## config.mk

```make
export PLATFORM = sky130hd
export DESIGN_NAME = fetch_decode_stage
export DESIGN_NICKNAME = d
export VERILOG_FILES = /design/src/rtl/fetch_decode_stage_pkg.sv /design/src/rtl/fetch_decode_stage_pc_reg.sv /design/src/rtl/fetch_decode_stage.sv
export SDC_FILE = /design/constraint.sdc
export NUM_CORES = 1
export LEC_CHECK = 0
export CAP_MARGIN = 20
export CELL_PAD_IN_SITES_DETAIL_PLACEMENT = 1
export CELL_PAD_IN_SITES_GLOBAL_PLACEMENT = 2
export CORE_MARGIN = 2
export CORE_UTILIZATION = 26
export DETAILED_ROUTE_END_ITERATION = 16
export PLACE_DENSITY = 0.79
export SYNTH_ARGS = -nofsm -noshare
export SYNTH_HDL_FRONTEND = slang
export SYNTH_SLANG_ARGS = --single-unit
```

## constraint.sdc

```tcl
create_clock -name i_clk -period 2.5 [get_ports i_clk]
set_clock_uncertainty 0.15 [all_clocks]
set_input_delay 0.5 -clock i_clk [delete_from_list [all_inputs] [get_ports i_clk]]
set_output_delay 0.5 -clock i_clk [all_outputs]
set_load 0.02 [all_outputs]
```

## src/rtl/fetch_decode_stage_pkg.sv

```systemverilog
// Shared definitions for the fetch/decode stage: word width, field positions,
// opcodes and FSM state encodings.
package fetch_decode_stage_pkg;

    localparam int unsigned WORD_W = 16;

    localparam int unsigned OPC_MSB = 15;
    localparam int unsigned OPC_LSB = 12;
    localparam int unsigned RS_MSB  = 11;
    localparam int unsigned RS_LSB  = 8;
    localparam int unsigned RT_MSB  = 7;
    localparam int unsigned RT_LSB  = 4;

    localparam logic [3:0]        OP_HALT = 4'hF;
    localparam logic [WORD_W-1:0] NOP     = 16'h0000;

    localparam logic [1:0] ST_BOOT   = 2'd0;
    localparam logic [1:0] ST_RUN    = 2'd1;
    localparam logic [1:0] ST_HALTED = 2'd2;

endpackage

```

## src/rtl/fetch_decode_stage_pc_reg.sv

```systemverilog
// Program counter with priority load > increment > hold, 16-bit modulo arithmetic.
module fetch_decode_stage_pc_reg
    import fetch_decode_stage_pkg::*;
#(
    parameter logic [WORD_W-1:0] PC_INC   = 16'd2,
    parameter logic [WORD_W-1:0] RESET_PC = 16'h0000
) (
    input  logic              i_clk,
    input  logic              i_rst_n,
    input  logic              i_load,
    input  logic              i_inc,
    input  logic [WORD_W-1:0] i_target,
    output logic [WORD_W-1:0] o_pc
);

    logic [WORD_W-1:0] r_pc;
    logic [WORD_W-1:0] w_pc_next;

    always_comb begin
        w_pc_next = r_pc;
        if (i_load) begin
            w_pc_next = i_target;
        end else if (i_inc) begin
            w_pc_next = r_pc + PC_INC;
        end
    end

    always_ff @(posedge i_clk or negedge i_rst_n) begin
        if (!i_rst_n) begin
            r_pc <= RESET_PC;
        end else begin
            r_pc <= w_pc_next;
        end
    end

    assign o_pc = r_pc;

endmodule

```

## src/rtl/fetch_decode_stage.sv

```systemverilog
// Instruction fetch plus IF/ID pipeline register with stall, flush, branch redirect
// and halt handling.
module fetch_decode_stage
    import fetch_decode_stage_pkg::*;
#(
    parameter int unsigned       IMM_W    = 7,
    parameter logic [WORD_W-1:0] PC_INC   = 16'd2,
    parameter logic [WORD_W-1:0] RESET_PC = 16'h0000,
    parameter logic [3:0]        HALT_OP  = OP_HALT
) (
    input  logic              i_clk,
    input  logic              i_rst_n,
    input  logic              i_stall,
    input  logic              i_flush,
    input  logic              i_branch_taken,
    input  logic [WORD_W-1:0] i_branch_target,
    output logic [WORD_W-1:0] o_imem_addr,
    input  logic [WORD_W-1:0] i_imem_data,
    output logic              o_id_valid,
    output logic [WORD_W-1:0] o_id_pc,
    output logic [WORD_W-1:0] o_id_instr,
    output logic [3:0]        o_id_opcode,
    output logic [3:0]        o_id_rs,
    output logic [3:0]        o_id_rt,
    output logic [IMM_W-1:0]  o_id_imm,
    output logic              o_halted
);

    logic [1:0]        r_state;
    logic              r_id_valid;
    logic [WORD_W-1:0] r_id_pc;
    logic [WORD_W-1:0] r_id_instr;

    logic [1:0]        w_state_d;
    logic              w_id_valid_d;
    logic [WORD_W-1:0] w_id_pc_d;
    logic [WORD_W-1:0] w_id_instr_d;
    logic              w_pc_load;
    logic              w_pc_inc;
    logic [WORD_W-1:0] w_pc;

    fetch_decode_stage_pc_reg #(
        .PC_INC   (PC_INC),
        .RESET_PC (RESET_PC)
    ) u_pc_reg (
        .i_clk    (i_clk),
        .i_rst_n  (i_rst_n),
        .i_load   (w_pc_load),
        .i_inc    (w_pc_inc),
        .i_target (i_branch_target),
        .o_pc     (w_pc)
    );

    always_comb begin
        w_state_d    = r_state;
        w_id_valid_d = r_id_valid;
        w_id_pc_d    = r_id_pc;
        w_id_instr_d = r_id_instr;
        w_pc_load    = 1'b0;
        w_pc_inc     = 1'b0;
        case (r_state)
            ST_BOOT: begin
                w_state_d    = ST_RUN;
                w_id_valid_d = 1'b0;
                w_id_instr_d = NOP;
            end
            ST_RUN: begin
                if (i_branch_taken) begin
                    w_pc_load    = 1'b1;
                    w_id_valid_d = 1'b0;
                    w_id_instr_d = NOP;
                end else if (i_flush) begin
                    w_pc_inc     = 1'b1;
                    w_id_valid_d = 1'b0;
                    w_id_instr_d = NOP;
                end else if (!i_stall) begin
                    w_pc_inc     = 1'b1;
                    w_id_valid_d = 1'b1;
                    w_id_pc_d    = w_pc;
                    w_id_instr_d = i_imem_data;
                    if (i_imem_data[OPC_MSB:OPC_LSB] == HALT_OP) begin
                        w_state_d = ST_HALTED;
                    end
                end
            end
            ST_HALTED: begin
                // Halt word lives in IF/ID for one cycle only; only an older branch revives fetch.
                w_id_valid_d = 1'b0;
                w_id_instr_d = NOP;
                if (i_branch_taken) begin
                    w_pc_load = 1'b1;
                    w_state_d = ST_RUN;
                end
            end
            default: begin
                w_state_d    = ST_BOOT;
                w_id_valid_d = 1'b0;
                w_id_instr_d = NOP;
            end
        endcase
    end

    always_ff @(posedge i_clk or negedge i_rst_n) begin
        if (!i_rst_n) begin
            r_state    <= ST_BOOT;
            r_id_valid <= 1'b0;
            r_id_pc    <= '0;
            r_id_instr <= NOP;
        end else begin
            r_state    <= w_state_d;
            r_id_valid <= w_id_valid_d;
            r_id_pc    <= w_id_pc_d;
            r_id_instr <= w_id_instr_d;
        end
    end

    assign o_imem_addr = w_pc;
    assign o_id_valid  = r_id_valid;
    assign o_id_pc     = r_id_pc;
    assign o_id_instr  = r_id_instr;
    assign o_id_opcode = r_id_instr[OPC_MSB:OPC_LSB];
    assign o_id_rs     = r_id_instr[RS_MSB:RS_LSB];
    assign o_id_rt     = r_id_instr[RT_MSB:RT_LSB];
    assign o_id_imm    = r_id_instr[IMM_W-1:0];
    assign o_halted    = (r_state == ST_HALTED);

endmodule

```

Word-level counts from Yosys, hierarchy flattened --
Index checks and enable logic that the tools add are counted.
Word-level totals: register bits after elaboration 51, output and inout bits 69, word-level logic and storage cells 45
Operators by class: add/sub/neg operators 1, equality and inequality tests 9, muxes and demuxes 22, bitwise operators 3, reduce and logical (&&, ||, !) cells 5
Operators with widths (number):
- $mux W16 | 6
- $add A16 B2 Y16 const B | 1
- $mux W1 | 10
- $mux W2 | 5
- $ne A2 B2 Y1 const B | 5
- $pmux W2 S3 | 1
- $reduce_and A5 Y1 | 1
- $eq A4 B4 Y1 const B | 1
- $ne A4 B4 Y1 const B | 1
- $reduce_and A4 Y1 | 1
- $not A1 Y1 | 3
- $eq A2 B1 Y1 const B | 1
- $eq A2 B2 Y1 const B | 1
- $logic_not A2 Y1 | 1
- $reduce_bool A2 Y1 | 1
- $reduce_or A2 Y1 | 1

Logic depth before layout (Yosys ltp) --
depth after elaboration 6, gate-level depth with buffers 7, gate-level depth less buffers 6

Modules after synthesis --
From an unflattened synthesis, not the netlist that was laid out.
Unflattened totals: cell total of the unflattened synthesis 234, area, all modules 2688.8 µm²
Modules (own cells, without submodules):
- fetch_decode_stage | times used 1, cells each 129, area each 1689.1 µm², sequential area each 875.8 µm²
- fetch_decode_stage_pc_reg | times used 1, cells each 105, area each 999.7 µm², sequential area each 400.4 µm²

Worst setup path before layout --
No wires, ideal clock.
kind register -> register, from register r_state[1], to register u_pc_reg.r_pc[14] (netlist: u_pc_reg.o_pc[14]), library setup time 0.082 ns, data arrival time 1.921 ns, required time 2.268 ns, slack 0.347 ns, cell stages (with the launch flop) 8, path buffers 1, path through dfrtp_1 inv_1 ha_1 nand2b_4 or3_4 buf_6 or4_1 a31oi_1
On the way: word-level cells in the longest chain between the ends 4, elaborated cells on any way between the ends 7
Ends and longest elaborated chain:
- start: declaration | RTL line fetch_decode_stage.sv:29 | logic [1:0] r_state;
- start signal: assignment | RTL line fetch_decode_stage.sv:110 | r_state <= w_state_d;
- $eq A2 B2 Y1 / $eq A2 B1 Y1 (equally long branches) | RTL line fetch_decode_stage.sv:61 | case (r_state)
- $reduce_or A2 Y1 (no source line)
- $mux W1
- $mux W16 / $reduce_bool A2 Y1 (equally long branches)
- end signal: assignment | RTL line fetch_decode_stage_pc_reg.sv:32 | r_pc <= w_pc_next;
- end: declaration | RTL line fetch_decode_stage_pc_reg.sv:16 | logic [WORD_W-1:0] r_pc;
Parallel ways exist; a longest one is shown, timed or not. A chain may end at the register's enable or synchronous reset.

Worst setup path after layout --
from register r_state[1], to register u_pc_reg.r_pc[15] (netlist: u_pc_reg.o_pc[15])
Same word-level chain as after synthesis.

==> results.md <==
* Worst r2r dst: u_pc_reg.o_pc[15]
* Gate Count Post-Synth at 215
* Slew of the pin with the lowest slew margin at 0.624 ns
* Cts repair resizes at 0
* CTS Buffer Depth at 2
* Die W at 102 µm
* Startpoint Class: register
* FF-to-FF Start: r_state[1]
* CP required at 2.58 ns
* Worst Hold Class: in2async
* Critical Path Sink: u_pc_reg.o_pc[15]
* CP Max Fanout at 12
* Final Hold Viols at 0
* Post-DP HPWL at 5170 µm
* Initial DRC Count at 33
* Largest net degree at the start of global routing at 28
* Share of cells above drive strength 1 at 0.142
* CTS sink cnt at 51
* Hold_buf cts at 0
* Inserted Diodes at 0
* Largest stage delay, worst path at 0.52 ns
* Most common library cell in the layout ignoring fill and taps: clkdlybuf4s50_1
* Root buf cell: clkbuf_8
* Total CTS buffers at 5
* Fin crit period at 2.35 ns
* Commonest non-fill, non-tap cells in the layout: clkdlybuf4s50_1, dfrtp_1, mux2_2
* Clk slew on worst S/H paths at 0.10 ns
* Die Y at 102 µm
* Vias in the first global route at 2,125
* Avg Vias per Cell at 4.56
* Arrival time of the worst setup path at 2.43 ns
* Setup-failing EPs final at 0
* DR vias at 2,002
* Unrepaired setup endpoints after global routing: false
* Post-Syn Area at 0.00249 mm²
* Worst skew pair latency at 0.31 ns
* Max-cap violations at 0
* Ys async rst share at 1.00
* Rel. slew slack at 0.584
* Fmax at 425 MHz
* Synth warn at 0
* Main synth FF type: dfrtp_1
* Port Buf Inserts at 105
* Crit path cell chain: inv_1, ha_1, nand2b_4, or3_4, or4_1, a31oi_1
* Power per cell area at 1060 mW/mm²
* Wire per inst at 15.3 µm
* Drt first pass iters at 4
* Register area share after synthesis at 0.513
* Total gr overflow at 0
* I/O pins at 106
* Post-synth EDFFs at 0
* Final Cycle Share at 0.942
* Antenna viol nets, final at 0
* Crit path kind: reg2reg
* H-tree depth at 2
* Critical-path top delay cell: or4_1
* Status: finished clean
* Final Max Tran Viols at 0
* Overall routing resource usage at 0.134
* Core area at 0.00924 mm²
* Worst r2r path cells at 6
* Setup Total Neg Slack at 0 ns
* Lkg Pwr at 1.52 nW
* Initial antenna violation count at 0
* Mapped Nets at 258
* RD Place Congestion at 0.726
* Distinct cells, synth at 40
* Seq cells post-synth at 51
* First-pass GRT wire length at 10,800 µm
* Drc violations at 0
* Overall routed net length at 6710 µm
* FF-to-FF setup slack at 0.15 ns
* Hold WS at 0.0477 ns
* Die footprint at 0.0104 mm²
* IR drop worst, VDD at 411 µV
* Nets at 352
* Post-CTS setup buffers at 0
* Initial core utilization at 0.269
* Mean post-synth cell area at 11.6 µm²
* CTS tree: built
* Syn-to-layout area delta at 50.8%
* # rows at 35
* Crit path launch: r_state[1]
* Crit. End Element: register
==> state kept, by name (all words and copies together) (netlist names) <==
name / count
o_id_instr: 16
u_pc_reg.o_pc: 16
o_id_pc: 16
r_state: 2
o_id_valid: 1
==> critical path, delay by kind of cell (launching register included) <==
| kind | cells | cell delay [ns] |
|---|---|---|
| simple gates | 3 | 1.06 |
| buf+inv | 1 | 0.12 |
| compound gates | 1 | 0.19 |
| flops | 1 | 0.43 |
| fa+ha+maj | 1 | 0.32 |
==> synth_stat cells, types with 3 or more instances <==
cell type | n | area share
nor3_1 | 3 | 0.0060
nand4_1 | 4 | 0.010
a22o_1 | 17 | 0.060
buf_4 | 19 | 0.057
a21oi_1 | 7 | 0.014
nand2_1 | 8 | 0.012
nor2_1 | 14 | 0.021
or4_1 | 5 | 0.015
inv_1 | 4 | 0.0060
and3_1 | 3 | 0.0075
a31oi_1 | 5 | 0.013
dfrtp_1 | 51 | 0.51
o31ai_1 | 5 | 0.015
clkbuf_1 | 7 | 0.011
xnor2_1 | 4 | 0.014
ha_1 | 6 | 0.030
mux2_2 | 18 | 0.082
nand3_1 | 8 | 0.016
==> power breakdown <==
part           switching, mW  internal, mW
Clock                  0.288         0.399
Sequential             0.302          1.12
Combinational          0.924         0.959
==> area by class of cell <==
type	count	area, µm²
well taps	129	161
flip-flops and latches	51	1280
clock inverters	3	67.6
inverters	4	15.0
repair buffers	116	1150
fillers	1010	5490
clock buffers	5	68.8
multi-input cells	131	1010
==> per-layer routing <==
| layer | share of wire | vias to the layer above | GRT usage |
|---|---|---|---|
| met3 | 0.048 | 7 | 0.0304 |
| met5 | 0 | - | 0 |
| met2 | 0.49 | 63 | 0.215 |
| met1 | 0.46 | 979 | 0.181 |
| met4 | 0.0098 | 0 | 0.0374 |
| li1 | - | 953 | - |
==> cell families (layout without fill, tap and decap cells) <==
kind of cell               count (synthesis)  in the layout  share of synthesized area
and+or+nand+nor                           60             60                      0.142
DFF                                       51             51                      0.513
adders and majority gates                  6              6                     0.0302
muxes                                     20             20                     0.0896
buffers and inverters                     33            128                     0.0851
xor gates and xnor gates                   6              6                     0.0211
AOI/OAI and AO/OA                         39             39                      0.118
==> worst min-delay path by stage <==
| stage | endpoint | slack, ns |
|---|---|---|
| after floorplan | o_id_instr[0] | 0.05 |
| after global placement | o_id_valid | 0.32 |
| after detailed placement | o_id_valid | 0.33 |
| after CTS | o_id_pc[15] | 0.07 |
| after global routing | o_id_pc[15] | 0.09 |
| final | o_id_pc[15] | 0.05 |
==> per-stage QoR <==
stage | utilization | area [µm²] | setup slack, ns | total power [mW] | cells
floorplan | - | 2490 | 0.347 | 2.43 | 215
global placement | 0.391 | 3610 | 0.0815 | 3.30 | 431
detailed placement | 0.391 | 3610 | 0.0132 | 3.35 | 431
CTS | 0.406 | 3750 | 0.137 | 4.06 | 439
global route | 0.406 | 3750 | 0.0331 | 4.27 | 439
finish | 0.406 | 3750 | 0.146 | 3.99 | 439
Note: power is estimated with default switching activity, not from simulation.
